File: src/rtl/alu_pkg.sv
// Shared types and constants for the sequential ALU.
package alu_pkg;

  typedef enum logic [2:0] {
    OP_ADD = 3'b000,
    OP_SUB = 3'b001,
    OP_AND = 3'b010,
    OP_ORR = 3'b011,
    OP_EOR = 3'b100,
    OP_MUL = 3'b101,
    OP_LSL = 3'b110,
    OP_LSR = 3'b111
  } alu_op_t;

  typedef enum logic [1:0] {
    IDLE = 2'd0,
    BUSY = 2'd1,
    DONE = 2'd2
  } state_t;

  localparam int unsigned FLAG_W = 4;
  localparam int unsigned FLAG_N = 3;
  localparam int unsigned FLAG_Z = 2;
  localparam int unsigned FLAG_C = 1;
  localparam int unsigned FLAG_V = 0;

endpackage

File: src/rtl/alu_core.sv
// Combinational ADD/SUB/AND/ORR/EOR datapath with NZCV flag generation.
module alu_core
  import alu_pkg::*;
#(
  parameter int unsigned WIDTH = 32
) (
  input  alu_op_t              op,
  input  logic [WIDTH-1:0]     a,
  input  logic [WIDTH-1:0]     b,
  output logic [WIDTH-1:0]     result_c,
  output logic [FLAG_W-1:0]    flags_c
);

  localparam int unsigned MSB = WIDTH - 1;
  localparam int unsigned SW  = WIDTH + 1;

  logic [WIDTH-1:0] b_eff;
  logic [WIDTH:0]   sum;
  logic             carry;
  logic             ovf;

  // Shared adder (SUB is a + ~b + 1) and logic-op result select
  always_comb begin
    b_eff    = (op == OP_SUB) ? ~b : b;
    sum      = {1'b0, a} + {1'b0, b_eff} + SW'(op == OP_SUB);
    result_c = '0;
    carry    = 1'b0;
    ovf      = 1'b0;
    case (op)
      OP_ADD, OP_SUB: begin
        result_c = sum[MSB:0];
        carry    = sum[WIDTH];
        ovf      = (a[MSB] == b_eff[MSB]) & (sum[MSB] != a[MSB]);
      end
      OP_AND:  result_c = a & b;
      OP_ORR:  result_c = a | b;
      OP_EOR:  result_c = a ^ b;
      default: result_c = '0;
    endcase
    flags_c         = '0;
    flags_c[FLAG_N] = result_c[MSB];
    flags_c[FLAG_Z] = (result_c == '0);
    flags_c[FLAG_C] = carry;
    flags_c[FLAG_V] = ovf;
  end

endmodule

File: src/rtl/seq_alu.sv
// Handshaked ALU holding one operation in flight; MUL and shifts iterate one bit per cycle.
module seq_alu
  import alu_pkg::*;
#(
  parameter int unsigned WIDTH = 32,
  parameter int unsigned SHW   = $clog2(WIDTH)
) (
  input  logic              clk,
  input  logic              reset,
  input  logic              in_valid,
  output logic              in_ready,
  input  logic [2:0]        ALUControl,
  input  logic [WIDTH-1:0]  a,
  input  logic [WIDTH-1:0]  b,
  output logic              out_valid,
  input  logic              out_ready,
  output logic [WIDTH-1:0]  Result,
  output logic [3:0]        ALUFlags
);

  localparam int unsigned CW  = SHW + 1;
  localparam int unsigned MSB = WIDTH - 1;

  state_t            state_q, state_d;
  alu_op_t           op_q, op_d;
  logic [CW-1:0]     count_q, count_d;
  logic [WIDTH-1:0]  opa_q, opa_d;
  logic [WIDTH-1:0]  opb_q, opb_d;
  logic [WIDTH-1:0]  acc_q, acc_d;
  logic [WIDTH-1:0]  result_d;
  logic [3:0]        flags_d;
  logic              in_ready_d;
  logic              out_valid_d;

  alu_op_t           core_op;
  logic [WIDTH-1:0]  core_a;
  logic [WIDTH-1:0]  core_b;
  logic [WIDTH-1:0]  core_result;
  logic [3:0]        core_flags;
  logic [SHW-1:0]    shamt;
  logic [WIDTH-1:0]  shifted;
  logic              shout;

  function automatic logic [3:0] nzc_flags(input logic [WIDTH-1:0] r, input logic c);
    logic [3:0] f;
    f         = '0;
    f[FLAG_N] = r[MSB];
    f[FLAG_Z] = (r == '0);
    f[FLAG_C] = c;
    return f;
  endfunction

  // Adder is shared: decoded op in IDLE, accumulate step while BUSY
  always_comb begin
    core_op = alu_op_t'(ALUControl);
    core_a  = a;
    core_b  = b;
    if (state_q == BUSY) begin
      core_op = OP_ADD;
      core_a  = acc_q;
      core_b  = opa_q;
    end
  end

  alu_core #(.WIDTH(WIDTH)) u_core (
    .op       (core_op),
    .a        (core_a),
    .b        (core_b),
    .result_c (core_result),
    .flags_c  (core_flags)
  );

  // State and output registers
  always_ff @(posedge clk or posedge reset) begin
    if (reset) begin
      state_q   <= IDLE;
      op_q      <= OP_ADD;
      count_q   <= '0;
      opa_q     <= '0;
      opb_q     <= '0;
      acc_q     <= '0;
      Result    <= '0;
      ALUFlags  <= '0;
      in_ready  <= 1'b1;
      out_valid <= 1'b0;
    end else begin
      state_q   <= state_d;
      op_q      <= op_d;
      count_q   <= count_d;
      opa_q     <= opa_d;
      opb_q     <= opb_d;
      acc_q     <= acc_d;
      Result    <= result_d;
      ALUFlags  <= flags_d;
      in_ready  <= in_ready_d;
      out_valid <= out_valid_d;
    end
  end

  // Next-state, iteration step and registered-output logic
  always_comb begin
    state_d  = state_q;
    op_d     = op_q;
    count_d  = count_q;
    opa_d    = opa_q;
    opb_d    = opb_q;
    acc_d    = acc_q;
    result_d = Result;
    flags_d  = ALUFlags;
    shamt    = b[SHW-1:0];
    shifted  = (op_q == OP_LSL) ? (opa_q << 1) : (opa_q >> 1);
    shout    = (op_q == OP_LSL) ? opa_q[MSB] : opa_q[0];

    case (state_q)
      IDLE: begin
        if (in_valid && in_ready) begin
          op_d  = alu_op_t'(ALUControl);
          opa_d = a;
          opb_d = b;
          acc_d = '0;
          case (alu_op_t'(ALUControl))
            OP_MUL: begin
              state_d = BUSY;
              count_d = CW'(WIDTH);
            end
            OP_LSL, OP_LSR: begin
              if (shamt == '0) begin
                state_d  = DONE;
                result_d = a;
                flags_d  = nzc_flags(a, 1'b0);
              end else begin
                state_d = BUSY;
                count_d = CW'(shamt);
              end
            end
            default: begin
              state_d  = DONE;
              result_d = core_result;
              flags_d  = core_flags;
            end
          endcase
        end
      end
      BUSY: begin
        count_d = count_q - CW'(1);
        if (op_q == OP_MUL) begin
          acc_d = opb_q[0] ? core_result : acc_q;
          opa_d = opa_q << 1;
          opb_d = opb_q >> 1;
          if (count_q == CW'(1)) begin
            state_d  = DONE;
            result_d = acc_d;
            flags_d  = nzc_flags(acc_d, 1'b0);
          end
        end else begin
          opa_d = shifted;
          if (count_q == CW'(1)) begin
            state_d  = DONE;
            result_d = shifted;
            flags_d  = nzc_flags(shifted, shout);
          end
        end
      end
      DONE: begin
        if (out_ready) state_d = IDLE;
      end
      default: state_d = IDLE;
    endcase

    in_ready_d  = (state_d == IDLE);
    out_valid_d = (state_d == DONE);
  end

endmodule

File: config.mk
export PLATFORM = sky130hd
export DESIGN_NAME = seq_alu
export DESIGN_NICKNAME = d
export VERILOG_FILES = /design/src/rtl/alu_pkg.sv /design/src/rtl/alu_core.sv /design/src/rtl/seq_alu.sv
export SDC_FILE = /design/constraint.sdc
export NUM_CORES = 1
export LEC_CHECK = 0
export CAP_MARGIN = 5
export CORE_ASPECT_RATIO = 2
export CORE_MARGIN = 5
export CORE_UTILIZATION = 40
export DETAILED_ROUTE_END_ITERATION = 16
export DONT_BUFFER_PORTS = 1
export HOLD_SLACK_MARGIN = 0.08
export PLACE_DENSITY_LB_ADDON = 0.15
export SYNTH_ARGS = -nofsm -noshare
export SYNTH_HDL_FRONTEND = slang
export SYNTH_SLANG_ARGS = --single-unit
File: constraint.sdc
create_clock -name clk -period 10.95 [get_ports clk]
set_clock_uncertainty 0.15 [all_clocks]
set_input_delay 2.7375 -clock clk [delete_from_list [all_inputs] [get_ports clk]]
set_output_delay 2.7375 -clock clk [all_outputs]
set_load 0.005 [all_outputs]
==> out/results.ini <==
[run_status]
outcome=finished, final reports clean

[sta]
relSlewSlack_pct=9.924
hold_viol_final=0
setup_violations=0
min_period_over_period_pct=69.03
rsz0062_at_grt=false
drv_slew=0
worst_pin_slew_ns=1.343
min_period_ns=7.559
fin_tns_setup_ns=0
fmax_mhz=132.3

[logic_synthesis]
ys_seq_elements=144
yosys_warnings=0
synth_ff_type=dfrtp_1
async_reset_ff_share_pct=100.0
syn_area_sq_um=12910
synthTopCellsByArea=dfrtp_1 28%, ha_1 9.9%, nand2_1 9.1%
synthDistinctLibCells=84
yosysTopAreaCell=dfrtp_1
syn_inst=1719
synthTopCellsByCount=312 x nand2_1, 195 x a21oi_1, 143 x dfrtp_1, 129 x nor2_1, 105 x o21ai_0
synth-edff-count=0
synth_area_per_cell_sq_um=7.510
synth_nets=1893
synth_top_area_share_pct=27.72
ys_seq_area_share_pct=27.92
post-synth-top-count-cell=nand2_1

[cells_and_area]
n_antenna_cell=0
final_area_sq_um=13760
area_growth_pct=6.620
nets=1821
drive_gt1_share_pct=5.181

[placed_design]
dpl.hpwl_um=41910
portBuffers=0
post_dp_cell_area_sq_um=13240
finalWeightedCongestion=0.9518

[detailed_routing]
wl_met2_um=27140
vias=13080
drt-total-wl_um=54570
dr.max_layer_used=met4
wire_per_inst_um=26.15
final_antenna_net_count=0
first_iter_violations=1124
drc_errors=0
drt-met1-wl_um=19690
routed_via_density=6.269
dr_wl_met3_um=3600
firstDrtPassIters=5

[hold_path]
min_path_type=reg2reg

[cts]
clockBufferDepth=2
clk_pin_slew_worst_paths_ns=0.06
cts_sinks=144
clockRootBuffer=clkbuf_16
clkLatencyLatePin_ns=0.45
cts_tree=yes
ctsHoldBuffers=0
cts_setup_buffers=0
cts_resized=0
cts_buffers=17
htreeDepth=4

[global_route]
grt_overflow_total=0
grt_max_degree=129
antenna_found_initial=0
grt_pass1_vias=12820
track_usage_pct=30.05
grt_pass1_wl_um=81500

[worst_setup_path]
crit_arrival_ns=7.76
path_class=in2reg
worst-path-max-fanout=24
crit_chain=or2_1 -> nor3_4 -> buf_4 -> xnor2_1 -> ha_1 -> a21oi_1 -> o21ai_0 -> a41oi_1 -> a211oi_2 -> o2111a_1 -> a211oi_1 -> nand4_1 -> nor4_1 -> a31oi_1 -> a211oi_2
crit_path_frequent_cell=a211oi_2
r2r_slack_ns=4.43
worst_setup_path_start_kind=input pin
worstPathRequired_ns=11.15
cpMaxStageDelayCell=a211oi_1
crit_path_max_incr_delay_ns=1.04
critPathCaptureType=flip-flop

[floorplanning]
io_pins=109
start_util_pct=40.20
rows=93
die-area_sq_um=36180
die_y_um=264.1
die_w_um=137.0
coreArea_sq_um=32120

[power]
power_density_nw_per_um2=378.4
ir_drop_v=0.0002360
p_leak_uw=0.006291

[run]
maxCapViolCount=0

==> layer usage <==
metal | vias up | global-route usage [%]
met2 | 565 | 50.25
met1 | 6315 | 34.78
met3 | 158 | 5.259
li1 | 6045 | -
met5 | - | 0
met4 | 0 | 19.17
==> path summary, 6_finish.rpt <==
path / start / endpoint / cells past startpoint
min in group asynchronous: reset / out_valid / 1
worst max register to register: state_q[1] / ALUFlags[2] / 15
worst min-delay path: opb_q[19] / opb_q[19] / 2
worst min register to register: opb_q[19] / opb_q[19] / 2
worst max-delay path: ALUControl[1] / ALUFlags[2] / 15
max in group asynchronous: reset / acc_q[14] / 2
==> flip-flops by register name (all words and copies together) (netlist names), 2 cells and up <==
name and count:
count_q 6, acc_q 32, opb_q 32, Result 32
ALUFlags 3, state_q 2, op_q 3, opa_q 32
==> per-stage QoR <==
step | total power [uW] | utilization (%) | hold slack [ns] | worst slack, ns | cells
finish | 5208 | 42.86 | 0.3319 | 3.391 | 2087
global route | 5562 | 42.86 | 0.3583 | 3.402 | 2087
CTS | 5145 | 42.86 | 0.3369 | 3.577 | 2087
detailed placement | 4586 | 41.22 | 0.3222 | 3.150 | 2055
global placement | 4555 | 41.22 | 0.3130 | 3.169 | 2055
floorplan | 3433 | - | 0.2997 | 3.798 | 1719
==> cell usage in the layout, fill, tap and decap left out, types with 6 or more instances in the layout <==
master	netlist	final
o21a_1	7	7
o211ai_1	23	23
a211oi_1	31	31
a221oi_1	20	20
a21oi_1	195	195
a211o_1	17	17
nor4_1	28	28
a2111oi_0	8	8
mux2i_1	26	26
o32a_1	6	6
dfrtp_1	143	142
xnor2_1	40	40
a31oi_1	30	30
or3_1	13	13
o21ai_0	105	105
and3_1	15	15
inv_1	81	80
ha_1	102	102
and2_1	41	41
clkinvlp_4	0	6
nand2b_1	9	9
nand2_1	312	312
a21o_1	31	31
nor3_1	31	30
nand4_1	23	23
nor2_1	129	125
a22oi_1	8	8
a221o_1	16	16
nand3_1	12	12
clkbuf_16	0	17
buf_4	2	21
==> critical path, delay by kind of cell <==
family | cells | cell delay [ns]
simple gates | 4 | 1.08
buf+inv | 1 | 0.42
compound gates | 8 | 2.92
fa+ha+maj | 1 | 0.44
xor+xnor | 1 | 0.14
==> where the power goes <==
group | internal, uW | total [uW] | switching [uW] | leakage, uW
logic | 1210 | 3610 | 2400 | 0.00426
registers | 770 | 1060 | 289 | 0.00180
clock network | 290 | 539 | 249 | 0.000239
total | 2270 | 5210 | 2940 | 0.00629
==> logic make-up (layout without fill, tap and decap cells) <==
| kind of cell | count (synthesis) | count (layout) | synth area share [%] |
|---|---|---|---|
| flops | 144 | 144 | 27.92 |
| xor+xnor | 45 | 45 | 3.053 |
| fa+ha+maj | 103 | 103 | 10.04 |
| buf+inv | 194 | 135 | 5.786 |
| simple gates | 638 | 638 | 22.38 |
| compound gates | 564 | 564 | 28.34 |
| mux | 31 | 31 | 2.481 |
==> area by class of cell <==
type	count	area, sq um
clock buffer	20	436.7
clock inverter	12	90.09
fill	3427	18350
inverter	81	309.0
multi-input combinational	1381	8611
sequential	144	3606
tap	427	534.3
timing repair buffer	22	177.7
(Power assumes the default switching activity.)
